$ cat config.mk
export PLATFORM = sky130hd
export DESIGN_NAME = pay_gate_ctrl
export DESIGN_NICKNAME = d
export VERILOG_FILES = /design/src/rtl/pay_gate_ctrl.sv
export SDC_FILE = /design/constraint.sdc
export NUM_CORES = 1
export LEC_CHECK = 0
export CAP_MARGIN = 20
export CORE_ASPECT_RATIO = 0.75
export CORE_MARGIN = 4
export CORE_UTILIZATION = 50
export CTS_BUF_LIST = sky130_fd_sc_hd__clkbuf_16
export DETAILED_ROUTE_END_ITERATION = 7
export PLACE_DENSITY_LB_ADDON = 0.3
export RECOVER_POWER = 25
export SYNTH_ARGS = -nofsm -noshare
export SYNTH_HDL_FRONTEND = slang
export SYNTH_SLANG_ARGS = --single-unit
$ cat constraint.sdc
create_clock -name clk -period 4.54 [get_ports clk]
set_clock_uncertainty 0.15 [all_clocks]
set_input_delay 0.908 -clock clk [delete_from_list [all_inputs] [get_ports clk]]
set_output_delay 0.908 -clock clk [all_outputs]
set_load 0.005 [all_outputs]
$ cat src/rtl/pay_gate_ctrl.sv
// Pay-per-passage gate controller: collects coins after a ticket is inserted,
// opens the gate once the price is met, and refunds credited coins on cancel or
// inactivity timeout. Moore machine; all outputs come from registers.
module pay_gate_ctrl #(
   parameter int unsigned PRICE          = 2,
   parameter int unsigned GATE_CYCLES    = 8,
   parameter int unsigned TIMEOUT_CYCLES = 16
) (
   input  logic       clk,
   input  logic       R_n,
   input  logic       iT,
   input  logic       iM,
   input  logic       iC,
   output logic       T,
   output logic       V,
   output logic [3:0] D,
   output logic       RF,
   output logic       BUSY
);

   localparam int unsigned GW = $clog2(GATE_CYCLES + 1);
   localparam int unsigned TW = $clog2(TIMEOUT_CYCLES + 1);

   localparam logic [3:0]    PRICE_C   = 4'(PRICE);
   localparam logic [GW-1:0] GATE_C    = GW'(GATE_CYCLES);
   localparam logic [TW-1:0] TIMEOUT_C = TW'(TIMEOUT_CYCLES);

   typedef enum logic [1:0] {
      StIdle,
      StCollect,
      StGate,
      StRefund
   } state_e;

   state_e        state_q, state_d;
   logic [3:0]    credit_q, credit_d;
   logic [TW-1:0] idle_q, idle_d, idle_inc;
   logic [GW-1:0] gate_q, gate_d;

   // Coin credit is the counter register itself.
   assign D = credit_q;

   // Next-state and counter updates.
   always_comb begin
      state_d  = state_q;
      credit_d = credit_q;
      idle_d   = idle_q;
      gate_d   = gate_q;
      idle_inc = idle_q + TW'(1);
      case (state_q)
         StIdle: begin
            credit_d = 4'd0;
            idle_d   = '0;
            gate_d   = '0;
            if (iT) begin
               state_d = StCollect;
            end
         end
         StCollect: begin
            if (iM) begin
               // Coin is credited before a same-cycle cancel is considered.
               credit_d = credit_q + 4'd1;
               idle_d   = '0;
               if (credit_q == PRICE_C - 4'd1) begin
                  state_d = StGate;
                  gate_d  = GATE_C;
               end else if (iC) begin
                  state_d = StRefund;
               end
            end else begin
               idle_d = idle_inc;
               if (iC || (idle_inc == TIMEOUT_C)) begin
                  idle_d  = '0;
                  state_d = (credit_q != 4'd0) ? StRefund : StIdle;
               end
            end
         end
         StGate: begin
            if (gate_q <= GW'(1)) begin
               state_d  = StIdle;
               credit_d = 4'd0;
               gate_d   = '0;
            end else begin
               gate_d = gate_q - GW'(1);
            end
         end
         StRefund: begin
            // One coin returned per cycle; a final cycle at zero credit precedes idle.
            if (credit_q != 4'd0) begin
               credit_d = credit_q - 4'd1;
            end else begin
               state_d = StIdle;
            end
         end
         default: begin
            state_d  = StIdle;
            credit_d = 4'd0;
            idle_d   = '0;
            gate_d   = '0;
         end
      endcase
   end

   // State, counters and registered outputs; reset discards credit silently.
   always_ff @(posedge clk or negedge R_n) begin
      if (!R_n) begin
         state_q  <= StIdle;
         credit_q <= 4'd0;
         idle_q   <= '0;
         gate_q   <= '0;
         T        <= 1'b0;
         V        <= 1'b0;
         RF       <= 1'b0;
         BUSY     <= 1'b0;
      end else begin
         state_q  <= state_d;
         credit_q <= credit_d;
         idle_q   <= idle_d;
         gate_q   <= gate_d;
         T        <= (state_d != StIdle);
         BUSY     <= (state_d != StIdle);
         V        <= (state_d == StGate);
         RF       <= (state_d == StRefund) && (credit_d != 4'd0);
      end
   end

endmodule
==> out/qor.yml, run 1 <==
synth-seq-area-share_pct: 37.3
cts_buffer_depth: 2
grt_max_degree: 19
synth_seq_cells: 18
crit_slowest_cell: "clkdlybuf4s50_1"
wl_per_cell_um: 14.5
timing.fmax_mhz: 380
tns_ps: 0
layout_worst_path_cycle_share_pct: 58.0
cts_resized: 0
setup_viol: 0
cts_made_buffers: 3
ant_nets: 0
synth_area_sq_mm: 0.00121
syn_nets: 145
multiInputGateArea_sq_um: 691
seq_area_sq_um: 450
ys_warn_count: 0
critPathLaunchType: "input port"
hold_viol: 0
synth_edf_count: 0
netSwitchingPower_mw: 0.318
layout_setup_ws_ps: 1910
cp_max_fo: 10
placed_cells: 172
path_clk_slew_ps: 50
netlist_instances: 130
synthesis.area_per_instance_sq_um: 9.29
num_io_pins: 13
path_cells: "clkdlybuf4s50_1, nand3_1, and2_1, or2_2, o21ai_0, o21ai_0"
path_delay_family: "simple AND/OR/NAND/NOR gates"
grt_pass1_wl_um: 4570
path_class: "in2reg"
initial_core_util_pct: 52.3
grt_pass1_vias: 1028
cpPeakStageDelay_ps: 680
port_buffers: 12
combPwrFrac_pct: 48.3
power_density_mw_per_mm2: 563
drc: 0
die_height_um: 50.6
p_seq_share_pct: 30.5
power_mw: 0.799
crit_top_cell: "o21ai_0"
hp-start: "idle_q[4]$_DFFE_PN0P_"
cts_max_level: 1
critical_path_required_ps: 4510
switching_share_pct: 39.8
diodes: 0
post-place-ws_ps: 1660
min_period_ps: 2630
rsz0062_at_grt: "false"
holdCritPathClass: "reg2reg"
nNetsFinal: 158
slew_viol_final: 0
p_int_mw: 0.481
dr_total_vias: 988
clk-insertion-delay-late_ps: 240
routed_wl_um: 2540
synth_flop_cell: "dfrtp_1"
max_slew_margin_pct: 46.0
grtUsageTotal_pct: 18.1
stdcell_count: 175
crit_buf_inv: 1
outcome: "complete, no violations"
hpwl_um: 1960
routabilityCongestion: 0.829
first_iter_violations: 48
core_sq_mm: 0.00231
overflow: 0
rows: 15
worst_slew_pin_slew_ps: 808
first_pass_iters: 4
antenna_found_initial: 0
area_growth_pct: 17.6
cts_tree: "done"
viasPerCell: 5.65
final_cell_mix: "18 x dfrtp_1, 13 x nand2_1, 12 x o21ai_0, 11 x clkdlybuf4s50_1"
cp.arrival_ps: 2600
hold_slack_ps: 400
die_x_um: 64.7
r2r-start: "state_q[0]$_DFF_PN0_"
cts_hold_repair.buffers: 0
root_buffer: "clkbuf_16"
clock_power_share_pct: 21.2
worst_setup_path_end_kind: "flop"
drv_cap: 0
drive_above_1_share_pct: 11.3
ys_types: 44
async_flop_share_pct: 100
final_common_cell: "dfrtp_1"
peakVddDrop_mv: 0.331
startpoint: "iM"
cts_sinks: 18
num-fill-cells: 205
cts_setup_buffers: 0
dieArea_sq_mm: 0.00327
power_leakage_nw: 0.606
cells by family after synthesis:
group / Yosys count / share of synthesized area [%]
simple gates: 51 / 23.3
xor+xnor: 3 / 2.18
compound gates: 33 / 21.3
fa+ha+maj: 10 / 10.4
flops: 18 / 37.3
buf+inv: 15 / 5.49
per-layer routing:
metal,part of all wire (%),vias to the layer above,global-route usage [%]
li1,-,492,-
met1,51,471,23.5
met2,44,21,29.2
met3,3.7,4,5.37
met4,0.90,0,4.91
met5,0,-,0
through the flow:
step	instance area [sq um]	utilization (%)
floorplan	1210	-
global placement	1350	58.3
detailed placement	1350	58.3
CTS	1420	61.5
global route	1420	61.5
finish	1420	61.5
cell usage after synthesis (2+ instances only):
master | number | area share (%)
and3_1 | 2 | 1.0
inv_1 | 10 | 3.1
o21ai_0 | 12 | 5.0
buf_4 | 2 | 1.2
dfrtp_1 | 18 | 37
or2_2 | 2 | 1.0
nand3_1 | 3 | 1.2
nor2b_1 | 3 | 1.6
xnor2_1 | 2 | 1.5
a31oi_1 | 3 | 1.6
nor2_1 | 8 | 2.5
nor3_2 | 2 | 1.7
a22o_1 | 2 | 1.5
nor3_1 | 4 | 1.7
a211oi_1 | 2 | 1.2
nand4_1 | 2 | 1.0
and2_1 | 4 | 2.1
buf_2 | 2 | 0.83
ha_1 | 10 | 10
nand2_1 | 13 | 4.0
power groups by stage:
stage,combinational [mW],clock (mW),sequential [mW]
3_3_place_gp,0.375,0,0.242
4_1_cts,0.390,0.172,0.244
5_1_grt,0.432,0.184,0.251
2_1_floorplan,0.279,0,0.235
3_5_place_dp,0.387,0,0.245
6_report,0.386,0.169,0.244
tightest hold or removal path, cell delays in order, from the launching register on:
cell     delay, ps
dfrtp_1        380
nand2_1         60
o21ai_0         80
cell type report:
cell class              instances  share of cell area (%)
flip-flops and latches         18                    31.7
inverters                      11                    2.91
repair buffers                 12                    8.46
multi-input cells              97                    48.6
well taps                      34                    3.00
clock buffers                   3                    5.29
worst paths after layout:
path                                          to  slack [ps]  cells past startpoint
min in group asynchronous  gate_q[2]$_DFFE_PN0P_        1050                      1
max in group asynchronous  idle_q[4]$_DFFE_PN0P_        2690                      1
setup reg to reg                    RF$_DFF_PN0_        2460                      6
hold / removal             idle_q[4]$_DFFE_PN0P_         400                      2
setup / recovery           gate_q[2]$_DFFE_PN0P_        1910                      6
hold reg to reg            idle_q[4]$_DFFE_PN0P_         400                      2
registers in the layout, summed over array words and instances, names as in the netlist:
signal   cells
RF           1
state_q      2
gate_q       4
V            1
idle_q       5
D            4
BUSY         1
Note: power is estimated with default switching activity, not from simulation.
==> run 2, diff against run 1 <==
- clock period: 4.54 -> 2.4 ns (I/O delays scaled with it)
==> out/qor.yml, run 2 (synthesis gave the netlist of run 1 again) <==
hold_viol: 0  # unchanged
netSwitchingPower_mw: 0.596  # +87%
cpPeakStageDelay_ps: 590  # -90 ps
wl_per_cell_um: 14.2  # -2.5%
r2r-start: "gate_q[1]$_DFFE_PN0P_"
power_mw: 1.51  # +89%
overflow: 0  # unchanged
power_density_mw_per_mm2: 1050  # +87%
path_clk_slew_ps: 50  # about the same
cts_made_buffers: 3  # unchanged
first_pass_iters: 4  # unchanged
rsz0062_at_grt: "false"
cts_setup_buffers: 0  # unchanged
combPwrFrac_pct: 48.2  # about the same
hpwl_um: 1990  # +1.2%
nNetsFinal: 160  # +1.3%
timing.fmax_mhz: 473
outcome: "complete, no violations"
cts_resized: 0  # unchanged
initial_core_util_pct: 52.3  # unchanged
routed_wl_um: 2510  # -1.3%
worst_slew_pin_slew_ps: 993  # +186 ps
placed_cells: 174  # +1.2%
final_cell_mix: "18 x dfrtp_1, 13 x nand2_1, 12 x o21ai_0, 11 x clkdlybuf4s50_1"
min_period_ps: 2120
cts_sinks: 18  # unchanged
grt_max_degree: 19  # unchanged
path_cells: "clkdlybuf4s50_1, nand4_1, and2_1, o21ai_0, a31oi_1, nor4_2, nor3_2"
p_seq_share_pct: 30.5  # about the same
diodes: 0  # unchanged
hp-start: "gate_q[2]$_DFFE_PN0P_"
multiInputGateArea_sq_um: 691  # unchanged
drive_above_1_share_pct: 11.9  # +0.54 points
grt_pass1_vias: 1023  # -0.49%
power_leakage_nw: 0.612  # +0.99%
cp_max_fo: 6  # -4
path_class: "in2reg"
setup_viol: 0  # unchanged
root_buffer: "clkbuf_16"
first_iter_violations: 33  # -31%
critPathLaunchType: "input port"
routabilityCongestion: 0.849  # +2.5%
slew_viol_final: 0  # unchanged
cts_buffer_depth: 2  # unchanged
dieArea_sq_mm: 0.00327  # unchanged
critical_path_required_ps: 2380  # -2130 ps
largest_reg_flops: 5  # unchanged
rows: 15  # unchanged
cp.arrival_ps: 2090  # -510 ps
layout_worst_path_cycle_share_pct: 88.2
num-fill-cells: 200  # -2.4%
max_slew_margin_pct: 33.8  # -12 points
holdCritPathClass: "reg2reg"
final_common_cell: "dfrtp_1"
cts_hold_repair.buffers: 0  # unchanged
switching_share_pct: 39.5  # -0.26 points
cts_max_level: 1  # unchanged
top_register: "idle_q"
drv_cap: 0  # unchanged
core_sq_mm: 0.00231  # unchanged
dr_total_vias: 994  # +0.61%
num_io_pins: 13  # unchanged
tns_ps: 0  # unchanged
stdcell_count: 177  # +1.1%
die_x_um: 64.7  # unchanged
worst_setup_path_end_kind: "flop"
r2r_setup_slack_ps: 320  # -2140 ps
seq_area_sq_um: 450  # unchanged
ant_nets: 0  # unchanged
cts_tree: "done"
startpoint: "iM"
clock_power_share_pct: 21.3  # about the same
peakVddDrop_mv: 0.649  # +96%
grt_pass1_wl_um: 4540  # -0.74%
antenna_found_initial: 0  # unchanged
crit_slowest_cell: "clkdlybuf4s50_1"
final_util_pct: 62.0  # +0.49 points
grtUsageTotal_pct: 18.3  # +0.27 points
area_growth_pct: 18.5
drc: 0  # unchanged
die_height_um: 50.6  # unchanged
p_int_mw: 0.912  # +89%
port_buffers: 12  # unchanged
clk-insertion-delay-late_ps: 250  # about the same
viasPerCell: 5.62  # -0.53%
[run 2: changes by cell type in the layout (fill, tap and decap cells not counted), sizes merged]
cell,change
buf,+1
clkbuf,+1
[run 2: per-stage QoR]
stage	setup WS, ps	area [sq um]	hold WS, ps
global placement	136	1360	367
CTS	281	1440	386
global route	163	1430	447
detailed placement	11.8	1360	382
finish	284	1430	386
floorplan	500	1210	34.4
[run 2: final cells by class]
type,instances,area share [%]
Clock buffer,3,5.24
Timing Repair Buffer,14,9.18
Multi-Input combinational cell,97,48.3
Tap cell,34,2.97
Inverter,11,2.88
Sequential cell,18,31.5
[run 2: power by group through the flow]
stage	combinational, mW	clock [mW]	sequential (mW)
after floorplan	0.528	0	0.445
after global placement	0.708	0	0.457
after detailed placement	0.725	0	0.462
after CTS	0.731	0.332	0.459
after global routing	0.821	0.350	0.471
final	0.727	0.320	0.460
[run 2: path summary, 6_finish.rpt]
check | end | cells after the start
setup / recovery | RF$_DFF_PN0_ | 7
hold / removal | gate_q[2]$_DFFE_PN0P_ | 1
setup reg to reg | RF$_DFF_PN0_ | 8
hold reg to reg | gate_q[2]$_DFFE_PN0P_ | 1
max in group asynchronous | D[0]$_DFF_PN0_ | 2
min in group asynchronous | state_q[0]$_DFF_PN0_ | 2
[run 2: critical path, delay by kind of cell]
kind | cells | cell delay [ps]
compound gates | 2 | 330
buf+inv | 1 | 590
simple gates | 4 | 690
[run 2: layer usage]
metal | part of all wire (%) | global-route usage [%]
met1 | 48 | 23.3
met4 | 0.72 | 5.61
met3 | 5.7 | 5.59
met5 | 0 | 0
met2 | 45 | 29.9
==> run 3, diff against run 2 <==
==> constraint.sdc (replaced) <==
create_clock -name clk -period 2.4 [get_ports clk]
set_clock_uncertainty 0.15 [all_clocks]
set_input_delay 0.48 -clock clk [delete_from_list [all_inputs] [get_ports clk]]
set_output_delay 0.48 -clock clk [all_outputs]
set_load 0.02 [all_outputs]
==> results of run 3 <==
The final DEF is identical to that of run 2. Status: complete, no violations.
Main changes from that run: total power 1.51 mW -> 1.56 mW; worst IR drop on VDD 0.649 mV -> 0.667 mV
